**src/rtl/iob_master_ctrl.sv**
```systemverilog
// I/O-bus master controller: runs one MC68000-style async bus cycle on the C8M I/O bus per
// IOREQ/IOACT handshake, with nDTACK/nBERR/timeout termination, 6800 nVPA cycles and E clock.
module iob_master_ctrl #(
  parameter int unsigned TIMEOUT = 255,
  parameter int unsigned E_LOW   = 6,
  parameter int unsigned E_HIGH  = 4
) (
  input  logic CLK,
  input  logic Reset,
  input  logic C8M,
  input  logic IOREQ,
  input  logic IORW,
  input  logic IOL,
  input  logic IOU,
  input  logic nDTACK,
  input  logic nBERR,
  input  logic nVPA,
  output logic IOACT,
  output logic IOBERR,
  output logic nAS,
  output logic nLDS,
  output logic nUDS,
  output logic nRW,
  output logic nDoutOE,
  output logic nDinLE,
  output logic E
);

  localparam int unsigned EPeriod = E_LOW + E_HIGH;
  localparam int unsigned ECntW   = $clog2(EPeriod);

  typedef enum logic [2:0] {
    StIdle, StArm, StS2, StWait, StVpa, StEnd, StRec, StHold
  } state_e;

  state_e           state_q, state_d;
  logic [2:0]       c8m_sync_q, c8m_sync_d;
  logic [1:0]       dtack_sync_q, dtack_sync_d;
  logic [1:0]       berr_sync_q, berr_sync_d;
  logic [1:0]       vpa_sync_q, vpa_sync_d;
  logic             ioreq_sync_q, ioreq_sync_d;
  logic [ECntW-1:0] e_cnt_q, e_cnt_d;
  logic             e_q, e_d;
  logic [7:0]       to_cnt_q, to_cnt_d;
  logic             rw_q, rw_d;
  logic             lds_req_q, lds_req_d;
  logic             uds_req_q, uds_req_d;
  logic             ioact_q, ioact_d;
  logic             ioberr_q, ioberr_d;
  logic             nas_q, nas_d;
  logic             nlds_q, nlds_d;
  logic             nuds_q, nuds_d;
  logic             nrw_q, nrw_d;
  logic             ndoutoe_q, ndoutoe_d;
  logic             ndinle_q, ndinle_d;

  logic c8m_fall;
  logic e_wrap;

  // Bit 2 is an extra stage behind the 2-flop synchroniser, used only for edge detection.
  assign c8m_fall = c8m_sync_q[2] & ~c8m_sync_q[1];
  assign e_wrap   = (e_cnt_q == ECntW'(EPeriod - 1));

  always_comb begin
    state_d      = state_q;
    c8m_sync_d   = {c8m_sync_q[1:0], C8M};
    dtack_sync_d = {dtack_sync_q[0], nDTACK};
    berr_sync_d  = {berr_sync_q[0], nBERR};
    vpa_sync_d   = {vpa_sync_q[0], nVPA};
    ioreq_sync_d = IOREQ;
    e_cnt_d      = e_cnt_q;
    to_cnt_d     = to_cnt_q;
    rw_d         = rw_q;
    lds_req_d    = lds_req_q;
    uds_req_d    = uds_req_q;
    ioact_d      = ioact_q;
    ioberr_d     = ioberr_q;
    nas_d        = nas_q;
    nlds_d       = nlds_q;
    nuds_d       = nuds_q;
    nrw_d        = nrw_q;
    ndoutoe_d    = ndoutoe_q;
    ndinle_d     = ndinle_q;

    if (c8m_fall) begin
      e_cnt_d = e_wrap ? '0 : e_cnt_q + 1'b1;
    end
    e_d = (e_cnt_d >= ECntW'(E_LOW));

    unique case (state_q)
      StIdle: begin
        if (ioreq_sync_q) begin
          ioact_d   = 1'b1;
          rw_d      = IORW;
          lds_req_d = IOL;
          uds_req_d = IOU;
          state_d   = StArm;
        end
      end
      StArm: begin
        if (c8m_fall) begin
          nas_d     = 1'b0;
          nrw_d     = rw_q;
          ndoutoe_d = rw_q;
          to_cnt_d  = '0;
          ioberr_d  = 1'b0;
          state_d   = StS2;
        end
      end
      StS2: begin
        if (c8m_fall) begin
          nlds_d  = ~lds_req_q;
          nuds_d  = ~uds_req_q;
          state_d = StWait;
        end
      end
      StWait: begin
        // Bus error outranks DTACK; VPA only when neither terminates the cycle.
        if (c8m_fall) begin
          if (!berr_sync_q[1]) begin
            ioberr_d = 1'b1;
            state_d  = StEnd;
          end else if (!dtack_sync_q[1]) begin
            state_d = StEnd;
          end else if (!vpa_sync_q[1]) begin
            state_d = StVpa;
          end else if (to_cnt_q == 8'(TIMEOUT)) begin
            ioberr_d = 1'b1;
            state_d  = StEnd;
          end else begin
            to_cnt_d = to_cnt_q + 8'd1;
          end
        end
      end
      StVpa: begin
        if (c8m_fall && e_wrap) begin
          state_d = StEnd;
        end
      end
      StEnd: begin
        if (c8m_fall) begin
          nas_d    = 1'b1;
          nlds_d   = 1'b1;
          nuds_d   = 1'b1;
          ndinle_d = ~(rw_q & ~ioberr_q);
          state_d  = StRec;
        end
      end
      StRec: begin
        ndinle_d  = 1'b1;
        ndoutoe_d = 1'b1;
        nrw_d     = 1'b1;
        ioact_d   = 1'b0;
        state_d   = StHold;
      end
      StHold: begin
        // A request left high from the finished cycle must drop before another can start.
        if (!ioreq_sync_q) begin
          state_d = StIdle;
        end
      end
      default: state_d = StIdle;
    endcase
  end

  always_ff @(posedge CLK) begin
    if (Reset) begin
      state_q      <= StIdle;
      c8m_sync_q   <= '0;
      dtack_sync_q <= 2'b11;
      berr_sync_q  <= 2'b11;
      vpa_sync_q   <= 2'b11;
      ioreq_sync_q <= 1'b0;
      e_cnt_q      <= '0;
      e_q          <= 1'b0;
      to_cnt_q     <= '0;
      rw_q         <= 1'b1;
      lds_req_q    <= 1'b0;
      uds_req_q    <= 1'b0;
      ioact_q      <= 1'b0;
      ioberr_q     <= 1'b0;
      nas_q        <= 1'b1;
      nlds_q       <= 1'b1;
      nuds_q       <= 1'b1;
      nrw_q        <= 1'b1;
      ndoutoe_q    <= 1'b1;
      ndinle_q     <= 1'b1;
    end else begin
      state_q      <= state_d;
      c8m_sync_q   <= c8m_sync_d;
      dtack_sync_q <= dtack_sync_d;
      berr_sync_q  <= berr_sync_d;
      vpa_sync_q   <= vpa_sync_d;
      ioreq_sync_q <= ioreq_sync_d;
      e_cnt_q      <= e_cnt_d;
      e_q          <= e_d;
      to_cnt_q     <= to_cnt_d;
      rw_q         <= rw_d;
      lds_req_q    <= lds_req_d;
      uds_req_q    <= uds_req_d;
      ioact_q      <= ioact_d;
      ioberr_q     <= ioberr_d;
      nas_q        <= nas_d;
      nlds_q       <= nlds_d;
      nuds_q       <= nuds_d;
      nrw_q        <= nrw_d;
      ndoutoe_q    <= ndoutoe_d;
      ndinle_q     <= ndinle_d;
    end
  end

  assign IOACT   = ioact_q;
  assign IOBERR  = ioberr_q;
  assign nAS     = nas_q;
  assign nLDS    = nlds_q;
  assign nUDS    = nuds_q;
  assign nRW     = nrw_q;
  assign nDoutOE = ndoutoe_q;
  assign nDinLE  = ndinle_q;
  assign E       = e_q;

endmodule

```
**config.mk**
```make
export PLATFORM = sky130hd
export DESIGN_NAME = iob_master_ctrl
export DESIGN_NICKNAME = d
export VERILOG_FILES = /design/src/rtl/iob_master_ctrl.sv
export SDC_FILE = /design/constraint.sdc
export NUM_CORES = 1
export LEC_CHECK = 0
export ABC_AREA = 1
export CORE_MARGIN = 1.5
export CORE_UTILIZATION = 61
export DETAILED_ROUTE_END_ITERATION = 6
export DONT_BUFFER_PORTS = 1
export GPL_ROUTABILITY_DRIVEN = 0
export PLACE_DENSITY = 0.85
export SLEW_MARGIN = 25
export SYNTH_ARGS = -nofsm -noshare
export SYNTH_HDL_FRONTEND = slang
export SYNTH_SLANG_ARGS = --single-unit
```
**constraint.sdc**
```tcl
create_clock -name CLK -period 1.4 [get_ports CLK]
set_input_delay 0 -clock CLK [delete_from_list [all_inputs] [get_ports CLK]]
set_output_delay 0 -clock CLK [all_outputs]
set_load 0.05 [all_outputs]
```
Yosys cells after proc, flatten, opt, wreduce, memory -nomap -nowiden:

Cells that the tools add are included.

* reductions and logical operators: 17
* bitwise operators: 7
* multiplexer cells: 40
* $add $sub $neg: 2
* order comparisons: 1
* equal/unequal tests: 24

Operators with widths (count)
* 8-bit two-way mux: 6
* 3-bit two-way mux: 11
* 3-bit one-hot mux with 8 select lines: 1
* 2-bit inequality test, second input constant: 11
* 8-bit one-hot mux with 2 select lines: 1
* 1-bit one-hot mux with 2 select lines: 7
* 3-bit == test, second input constant: 4
* 1-bit two-way mux: 12
* 2-bit nonzero test: 6
* 3-bit inequality test, second input constant: 3
* 8-bit by 1-bit adder with 8-bit output, second input constant: 1
* 8-bit == test, second input constant: 1
* 4-bit two-way mux: 2
* 2-bit AND reduction: 4
* 8-bit AND reduction: 1
* 7-bit AND reduction: 1
* 3-bit by 2-bit == test with 1-bit output, second input constant: 2
* 3-bit AND reduction: 2
* 6-bit AND reduction: 1
* 5-bit inequality test, second input constant: 1
* 1-bit NOT: 5
* 4-bit by 1-bit adder with 4-bit output, second input constant: 1
* 4-bit == test, second input constant: 1
* 4-bit by 3-bit >= comparator with 1-bit output, second input constant: 1
* 4 further kinds: 5

* bits of input ports: 10
* word-level logic and storage cells: 110
* register bits: 36
* output and inout bits: 9

Logic depth before layout (Yosys ltp):

* word-level depth: 7
* depth in mapped cells: 10
* mapped depth without buffers: 10

Worst setup path after synthesis:

OpenSTA, ideal clock, no wires.

* kind: reg-to-reg
* start point: register to_cnt_q[0]
* end point: register to_cnt_q[6]
* stages on the path, launching flop included: 10
* library setup time: 0.117 ns
* buffers on the path: 1
* slack: 0.076 ns
* arrival: 1.207 ns
* required time: 1.283 ns
* period minus slack after synthesis: 1.324 ns
* cell sequence: dfxtp_1 > ha_1 > nand2_1 > nor2_1 > nand2_1 > nand3_1 > nand2_2 > buf_6 > a31oi_1 > nor2_1

* longest elaborated chain between the ends: 7
* elaborated cells on any way between the ends: 10
* classes of those cells: 1 x add/sub; 2 x eq/ne; 6 x mux; 1 x reduce/logical

RTL lines
* start, declared: RTL line 44 `logic [7:0] to_cnt_q, to_cnt_d;`
* start signal, assigned: RTL line 197 `to_cnt_q <= to_cnt_d;`
* 8-bit by 1-bit adder with 8-bit output: RTL line 131 `to_cnt_d = to_cnt_q + 8'd1;`
* 8-bit two-way mux: RTL line 127 `end else if (to_cnt_q == 8'(TIMEOUT)) begin`
* 8-bit two-way mux: RTL line 125 `end else if (!vpa_sync_q[1]) begin`
* 8-bit two-way mux: RTL line 123 `end else if (!dtack_sync_q[1]) begin`
* 8-bit two-way mux: RTL line 120 `if (!berr_sync_q[1]) begin`
* 8-bit two-way mux: RTL line 119 `if (c8m_fall) begin`
* 8-bit one-hot mux with 2 select lines: RTL line 90 `unique case (state_q)`

Several ways; a longest one is shown, not always the timed one. The select of a mux whose other input is x is not followed.
A chain may end at the register's enable or synchronous reset.

Worst setup path after layout:

* start point: register state_q[0]
* end point: register to_cnt_q[2]

* longest elaborated chain between the ends: 3
* elaborated cells on any way between the ends: 11
* classes of those cells: 8 x eq/ne; 1 x mux; 2 x reduce/logical

RTL lines
* start, declared: RTL line 36 `state_e state_q, state_d;`
* start signal, assigned: RTL line 168 `state_q <= StIdle;`
* start signal, assigned: RTL line 189 `state_q <= state_d;`
* 3-bit by 2-bit == test with 1-bit output / 3-bit by 1-bit == test with 1-bit output (equally long branches): RTL line 90
* 2-bit inequality test (no source line) / 2-bit nonzero test (equally long branches)
* 7-bit AND reduction (no source line)

Several ways; a longest one is shown, not always the timed one.

==> metrics.txt <==
core area 2477 sq um; crit path from state_q[0]; Detailed Routing Iterations Pass 1 7; CP endpoint kind flop; die height 54.22 um; Worst Path Required 1.71 ns; Netlist cell types 27; DP Wirelength 2.177 mm; WL/cell 21.24 um; f_max 643.6 MHz; insertion delay to the later sink of the worst-skew pair 0.36 ns; Finished Layout Cells 288; IO Count 19; gr usage total 32.58%; clk sinks 36; Antenna Cells 0; fillers 96; most frequent cells in the layout 42 x nand2_1, 30 x dfxtp_1, 29 x inv_1; Setup Skew 0.01415 ns; drt total wl 6.117 mm; Hold Crit Start Reset; status finished, violations left; grt ovf 0; CTS tree built; synthesized flop and latch total 36; synthesized instance count 223; syn avg cell area 7.176 sq um; initial drt markers 219; Hold Fails Final Rpt 0; Nets 268; sequential area share after synthesis 45.04%; pin count of the biggest net entering global routing 22; top post-synthesis cells by area dfxtp_1 45%, nand2_1 11%, inv_1 7.0%, nor2_1 7.0%, nand3_1 5.6%; Final Max Slew Viols 0; worst endpoint data arrival time 1.86 ns; relative slew slack 41.73%; cell depth of the worst hold path 2; Final min period 1.554 ns; Root Buffer clkbuf_4; register area 735.7 sq um; Final ANT Viol Nets 0; worst-path maximum fanout 6; Max clock buf depth 2; initial antenna violation count 0; Initial Util 64.60%; failing checks DRC, setup timing; final setup fails 15; share of layout cells above drive strength 1 27.91%; Max VDD drop 1.470 mV; setup_tns -1.150 ns; Remaining DRCs 24; R2R Setup Slk -0.15 ns; Synth Net Count 234; Cell Area, Placed 1720 sq um; worst setup path end to_cnt_q[2]; H-tree depth 2; Die ar. 2940 sq um; Site Rows 18; most common cell after layout, fill and taps aside nand2_1; Port Buffer Count 0; CTS buffer count 5; Critical R2R Launch state_q[0]; max cap viols 0; Final Instance Area 2141 sq um; via total after detailed routing 1880; Cell Pwr Density 1595 nW/um^2; Critical Path Start Type flop; synthesized area 1600 sq um; first-pass GRT wire length 6.665 mm; R2R depth 8; chip width 54.22 um; fin worst setup slack -0.1537 ns; type of the tightest min-delay check input port to flop; post-synth top area share 45.04%; WHS 0.2531 ns; final period utilization 111.0%; vias in the first global route 1483; DR vias/cell 6.528; multi-input logic area 848.3 sq um; Worst Max-Slew Pin Slew 0.8741 ns; Pleak 0.0009752 uW; worst setup path class flop to flop; P&R area growth vs syn 33.78%; top cell type by total area after synthesis dfxtp_1; Cells after DPL 264; Clock transition at path regs 0.14 ns; Syn. warnings 0; reg2reg end to_cnt_q[2]; unrepaired setup endpoints after global routing yes
stage by stage:
stage               setup WS [ns]  total power, uW  util (%)
finish                    -0.1537             3414     86.41
global placement         0.001260             1775     69.44
floorplan                 0.07593             1662         -
detailed placement       -0.06541             1791     69.44
global route              -0.2270             3455     86.41
CTS                      -0.04383             2927     80.40
where the power goes:
part | leakage (uW) | internal, uW | switching, uW | total (uW)
logic | 0.000613 | 335 | 712 | 1050
clock network | 0.0000654 | 735 | 422 | 1160
registers | 0.000297 | 1120 | 91.6 | 1210
cell usage after synthesis:
library cell / count
nor3_1: 1
inv_1: 30
o21ai_0: 13
o211ai_1: 2
nor3b_1: 1
ha_1: 1
or2_2: 6
a31oi_1: 1
nand2_2: 6
inv_6: 1
buf_6: 2
o22ai_1: 1
a21oi_1: 11
clkbuf_1: 2
nand4_1: 3
a21boi_0: 1
inv_2: 1
nand3_1: 18
buf_4: 1
a21boi_1: 2
dfxtp_1: 36
nand3_2: 1
nand2_1: 48
nor2_1: 30
xor2_1: 2
nor2_4: 1
nor2_2: 1
cell type report:
class	count	share of cell area (%)
Multi-Input combinational cell	151	39.63
Sequential cell	36	34.37
Timing Repair Buffer	31	12.45
Inverter	32	5.845
Clock inverter	3	4.208
Clock buffer	5	1.753
Tap cell	30	1.753
sequential cells by signal (all words and copies together) (netlist names), 2 cells and up:
| signal | cells |
|---|---|
| to_cnt_q | 8 |
| vpa_sync_q | 2 |
| state_q | 3 |
| berr_sync_q | 2 |
| e_cnt_q | 4 |
| c8m_sync_q | 3 |
| dtack_sync_q | 2 |
worst min path at each step:
stage,endpoint,slack [ns]
after global placement,to_cnt_q[0],0.07
after global routing,c8m_sync_q[0],0.26
after CTS,c8m_sync_q[0],0.26
after detailed placement,to_cnt_q[7],0.07
final,c8m_sync_q[0],0.25
after floorplan,berr_sync_q[0],0.10
per-layer routing:
metal | share of wire, % | up-vias | global-route usage [%]
li1 | - | 778 | -
met1 | 33 | 841 | 38.72
met2 | 47 | 192 | 54.62
met3 | 12 | 69 | 9.016
met4 | 7.6 | 0 | 14.58
met5 | 0 | - | 0
critical path, stage by stage (launching register included):
cell and delay, ns:
dfxtp_4 0.41, nand2_2 0.10, inv_1 0.13, nand2_2 0.10, nand2_4 0.13, inv_1 0.11
nor2_4 0.23, o21ai_0 0.15, nor2_1 0.13
cell families after synthesis:
family	count (synthesis)	synth area share (%)
DFF	36	45.04
AOI/OAI and AO/OA	31	10.63
adders and majority gates	1	0.7817
buffers and inverters	37	10.16
and+or+nand+nor	116	32.29
xor gates and xnor gates	2	1.095
what timing repair did:
item,CTS,global route
cloned,1,0
pin swaps,3,8
endpoints found under the hold margin,35,0
setup endpoints to repair,12,24
hold buffers,11,0
gates resized for setup,9,38
setup buffers,1,3
(Power assumes the default switching activity.)
